<file path="src/rtl/svm_dag_pkg.sv">
// Shared types, defaults and constant pair tables for the decision-DAG SVM picker.
package svm_dag_pkg;

  localparam int DEF_N_CLASS    = 4;
  localparam int DEF_N_FEATURES = 21;
  localparam int DEF_WEIGHT_W   = 8;
  localparam int DEF_BIAS_W     = 16;

  typedef enum logic [1:0] {IDLE, EVAL, DONE} state_e;

  // Linear index of pair (i,j), i<j, in row-major upper-triangle order.
  function automatic int pair_index(int i, int j, int n);
    return i * n - (i * (i + 1)) / 2 + (j - i - 1);
  endfunction

  // Trained-model tables stand in as closed-form constants; only elaborated at build time.
  function automatic int rom_weight(int p, int f);
    return ((p * 37 + f * 11 + 5) % 256) - 128;
  endfunction

  function automatic int rom_bias(int p);
    return p * 1000 - 2500;
  endfunction

endpackage

</file>
<file path="src/rtl/svm_pair_rom.sv">
// Combinational weight/bias lookup per classifier pair; feature f sits at weight[f*WEIGHT_W +: WEIGHT_W].
module svm_pair_rom
  import svm_dag_pkg::*;
#(
  parameter int N_PAIRS    = 6,
  parameter int PAIR_W     = 3,
  parameter int N_FEATURES = DEF_N_FEATURES,
  parameter int WEIGHT_W   = DEF_WEIGHT_W,
  parameter int BIAS_W     = DEF_BIAS_W
) (
  input  logic [PAIR_W-1:0]              pair_idx,
  output logic [WEIGHT_W*N_FEATURES-1:0] weight,
  output logic [BIAS_W-1:0]              bias
);

  logic [N_PAIRS-1:0][WEIGHT_W*N_FEATURES-1:0] w_tbl;
  logic [N_PAIRS-1:0][BIAS_W-1:0]              b_tbl;

  for (genvar p = 0; p < N_PAIRS; p++) begin : g_pair
    for (genvar f = 0; f < N_FEATURES; f++) begin : g_feat
      assign w_tbl[p][f*WEIGHT_W +: WEIGHT_W] = WEIGHT_W'(rom_weight(p, f));
    end
    assign b_tbl[p] = BIAS_W'(rom_bias(p));
  end

  // Unused index codes above N_PAIRS-1 read as zero.
  always_comb begin
    weight = '0;
    bias   = '0;
    for (int p = 0; p < N_PAIRS; p++) begin
      if (pair_idx == PAIR_W'(p)) begin
        weight = w_tbl[p];
        bias   = b_tbl[p];
      end
    end
  end

endmodule

</file>
<file path="src/rtl/svm_dag_picker.sv">
// DDAG one-vs-one controller: shrinks [lo,hi] one class per SVM verdict over a shared SVM core.
module svm_dag_picker
  import svm_dag_pkg::*;
#(
  parameter int N_CLASS    = DEF_N_CLASS,
  parameter int N_FEATURES = DEF_N_FEATURES,
  parameter int WEIGHT_W   = DEF_WEIGHT_W,
  parameter int BIAS_W     = DEF_BIAS_W,
  parameter int CLS_W      = $clog2(N_CLASS),
  parameter int PAIR_W     = ((N_CLASS * (N_CLASS - 1) / 2) > 1) ?
                             $clog2(N_CLASS * (N_CLASS - 1) / 2) : 1
) (
  input  logic                           clk,
  input  logic                           rst_n,
  input  logic                           start,
  input  logic                           svm_ready,
  input  logic                           w_class,
  output logic                           svm_req,
  output logic [WEIGHT_W*N_FEATURES-1:0] weight,
  output logic [BIAS_W-1:0]              bias,
  output logic [PAIR_W-1:0]              pair_idx,
  output logic                           busy,
  output logic                           ready,
  output logic [CLS_W-1:0]               winner
);

  localparam int                N_PAIRS  = N_CLASS * (N_CLASS - 1) / 2;
  localparam logic [CLS_W-1:0]  HI_RST   = CLS_W'(N_CLASS - 1);
  localparam logic [PAIR_W-1:0] PAIR_RST = PAIR_W'(pair_index(0, N_CLASS - 1, N_CLASS));

  state_e           state;
  logic [CLS_W-1:0] lo, hi, nlo, nhi;

  always_comb begin
    nlo = lo;
    nhi = hi;
    if (w_class) nlo = lo + CLS_W'(1);
    else         nhi = hi - CLS_W'(1);
  end

  always_ff @(posedge clk or negedge rst_n) begin
    if (!rst_n) begin
      state    <= IDLE;
      lo       <= '0;
      hi       <= HI_RST;
      pair_idx <= PAIR_RST;
      svm_req  <= 1'b0;
      busy     <= 1'b0;
      ready    <= 1'b0;
      winner   <= '0;
    end else begin
      svm_req <= 1'b0;
      ready   <= 1'b0;
      case (state)
        IDLE: if (start) begin
          lo       <= '0;
          hi       <= HI_RST;
          pair_idx <= PAIR_RST;
          svm_req  <= 1'b1;
          busy     <= 1'b1;
          state    <= EVAL;
        end
        EVAL: if (svm_ready) begin
          lo <= nlo;
          hi <= nhi;
          if (nlo == nhi) begin
            winner <= nlo;
            busy   <= 1'b0;
            ready  <= 1'b1;
            state  <= DONE;
          end else begin
            pair_idx <= PAIR_W'(pair_index(int'(nlo), int'(nhi), N_CLASS));
            svm_req  <= 1'b1;
          end
        end
        DONE:    state <= IDLE;
        default: state <= IDLE;
      endcase
    end
  end

  a_no_cross: assert property (@(posedge clk) disable iff (!rst_n) (state == EVAL) |-> (lo < hi));

  svm_pair_rom #(
    .N_PAIRS   (N_PAIRS),
    .PAIR_W    (PAIR_W),
    .N_FEATURES(N_FEATURES),
    .WEIGHT_W  (WEIGHT_W),
    .BIAS_W    (BIAS_W)
  ) u_rom (
    .pair_idx(pair_idx),
    .weight  (weight),
    .bias    (bias)
  );

endmodule

</file>
<file path="config.mk">
export PLATFORM = sky130hd
export DESIGN_NAME = svm_dag_picker
export DESIGN_NICKNAME = d
export VERILOG_FILES = /design/src/rtl/svm_dag_pkg.sv /design/src/rtl/svm_pair_rom.sv /design/src/rtl/svm_dag_picker.sv
export SDC_FILE = /design/constraint.sdc
export NUM_CORES = 1
export LEC_CHECK = 0
export CAP_MARGIN = 20
export CORE_MARGIN = 2
export CORE_UTILIZATION = 34
export CTS_CLUSTER_SIZE = 20
export DETAILED_ROUTE_END_ITERATION = 12
export PLACE_DENSITY = 0.86
export SYNTH_ARGS = -nofsm -noshare
export SYNTH_HDL_FRONTEND = slang
export SYNTH_SLANG_ARGS = --single-unit
</file>
<file path="constraint.sdc">
create_clock -name clk -period 4.75 [get_ports clk]
set_clock_uncertainty 0.2 [all_clocks]
set_input_delay 0.7125 -clock clk [delete_from_list [all_inputs] [get_ports clk]]
set_output_delay 0.7125 -clock clk [all_outputs]
set_load 0.005 [all_outputs]
</file>
==> metrics.yaml <==
p_total_mw: 3.04
worstSetupEndpointType: "primary output"
nets: 340
cts_resized: 0
grt_pass1_vias: 1649
worstPathRequired_ns: 3.84
ys.flop_type: "dfrtp_1"
slowest_stage: "dfstp_2"
async_flop_share: 1.00
setup_total_negative_slack_ns: 0
grt_pass1_wl_um: 8980
yosys.area.top_type: "buf_4"
grt_start_max_net_pins: 21
wirelength_um: 5900
viasPerCell: 4.26
finalHoldViolCount: 0
syn_area_per_cell_um2: 7.55
synthCells: 287
hp-class: "flop to flop"
crit_arrival_ns: 2.57
synth_top_area_frac: 0.506
crit_top_cell: "nand2_1"
ant_nets: 0
wl_per_cell_um: 14.5
cts_hold_buf: 0
slew_violations: 0
gr-usage-all-layers: 0.156
max_stage_delay_ns: 0.76
drc_errors: 0
num_rows: 29
dr.pass1.iters: 4
cap_violations: 0
drive_above_1_share: 0.0453
vdd_drop_max_uv: 583
ys_top_cells_by_area: "buf_4 51%, dfrtp_1 13%, nor2_1 4.5%"
clkLatencyLatePin_ns: 0.24
powerDensity_nw_per_um2: 971
ios: 197
h-tree-depth: 1
max_freq_mhz: 287
slew_headroom: 0.406
setup_viol: 0
synthTopCellsByCount: "146 x buf_4, 26 x nor2_1, 14 x nand2_1"
synth_edf_count: 0
leakage_nw: 1.27
min_period_over_period: 0.734
yosysMostFrequentCell: "buf_4"
tightest_slew_ns: 0.891
cts_tree: "yes"
synth_area_um2: 2170
yosysSeqAreaShare: 0.163
die_height_um: 83.8
gp_congestion: 0.764
synth_warnings: 0
ys_seq_elements: 14
areaGrowthSynthToFinish_pct: 44.4
critPathTopFamily: "buffers and inverters"
cp_max_fo: 20
initial_core_util: 0.347
overflow: 0
finalCriticalPeriod_ns: 3.49
dr.first_iter.drc_count: 38
antennaDiodeCount: 0
postCtsSetupRepairBufs: 0
clk_path_buf_depth: 2
status: "finished, final reports clean"
cp_cell_sequence: "nand2_1, inv_1, nand2_1, o21ai_0, clkbuf_2, clkdlybuf4s50_1"
place_hpwl_um: 4760
cts.clk_slew.worst_paths_ns: 0.06
die_area_um2: 7020
die_w_um: 83.8
antenna_found_initial: 0
whs_ns: 0.331
cts_buffers: 3
io_buffers: 194
critPathLaunchType: "flop"
synth_cell_type_count: 33
core_um2: 6240
cts_sinks: 14
crit_type: "flop to primary output"
via_count: 1738
crit_buf_inv: 3
cts-root-buf: "clkbuf_8"
rsz0062_at_grt: "no"
-- final timing paths --
| check | end | start | slack, ns | cells after the start |
|---|---|---|---|---|
| max | weight[19] | pair_idx[1] | 1.26 | 6 |
| min | winner[1] | winner[1] | 0.33 | 2 |
| min reg2reg | winner[1] | winner[1] | 0.33 | 2 |
| min in group asynchronous | winner[1] | rst_n | 0.66 | 1 |
| max reg2reg | pair_idx[2] | hi[0] | 2.53 | 6 |
| max in group asynchronous | pair_idx[0] | rst_n | 3.28 | 1 |
-- where the power goes --
group / switching (mW) / internal, mW
Clock: 0.0420 / 0.0593
Combinational: 0.945 / 1.72
Sequential: 0.0902 / 0.180
-- cell families after synthesis --
logic type	count (synthesis)	synth area share
buffers and inverters	166	0.542
and+or+nand+nor	61	0.136
AOI/OAI and AO/OA	32	0.0849
DFF	14	0.163
xor gates and xnor gates	8	0.0358
adders and majority gates	3	0.0208
muxes	2	0.0150
other	1	0.00173
-- layout make-up --
class | instances | area (um^2)
fillers | 594 | 3110
multi-input cells | 108 | 641
clock buffers | 4 | 45.0
well taps | 77 | 96.3
inverters | 8 | 30.0
flip-flops and latches | 14 | 354
repair buffers | 197 | 1960
-- registers in the layout, summed over array words and instances (netlist names) --
register	count
busy	1
svm_req	1
winner	2
hi	2
ready	1
state	2
lo	2
pair_idx	3
-- layout by cell type, fill, tap and decap left out, types with 2 or more instances in the layout --
| cell | Yosys | routed |
|---|---|---|
| nand3b_1 | 2 | 2 |
| xor2_1 | 4 | 4 |
| xnor2_1 | 3 | 3 |
| clkbuf_8 | 0 | 3 |
| nor2_1 | 26 | 26 |
| a21oi_1 | 13 | 13 |
| conb_1 | 1 | 2 |
| a21o_1 | 2 | 2 |
| a22o_1 | 2 | 2 |
| clkdlybuf4s50_1 | 0 | 194 |
| o21ai_0 | 11 | 11 |
| inv_1 | 8 | 8 |
| dfstp_2 | 3 | 3 |
| ha_1 | 2 | 2 |
| or2_2 | 2 | 2 |
| buf_4 | 146 | 2 |
| nor3_1 | 6 | 6 |
| nor2b_1 | 5 | 5 |
| dfrtp_1 | 11 | 11 |
| o21bai_1 | 2 | 2 |
| nand2_1 | 14 | 14 |
-- worst min-delay path: stages (launching register included) --
cell and delay, ns:
dfrtp_1 0.34, nor2_1 0.05, a21oi_1 0.10
-- metal layers --
layer  GRT usage  vias up  wire (um)
met4      0.0337        0         64
met1       0.169      786       2130
met3      0.0287        6        426
met2       0.310      111       3270
li1            -      835          -
met5           0        -          0
-- stage by stage --
stage | utilization | area, um^2 | cells | setup WS, ns
after floorplan | - | 2170 | 288 | 2.01
after global placement | 0.493 | 3080 | 403 | 1.51
after detailed placement | 0.493 | 3080 | 403 | 1.39
after CTS | 0.500 | 3120 | 407 | 1.13
after global routing | 0.501 | 3130 | 408 | 1.07
final | 0.501 | 3130 | 408 | 1.26
No activity file was read; power rests on OpenSTA's default activity.
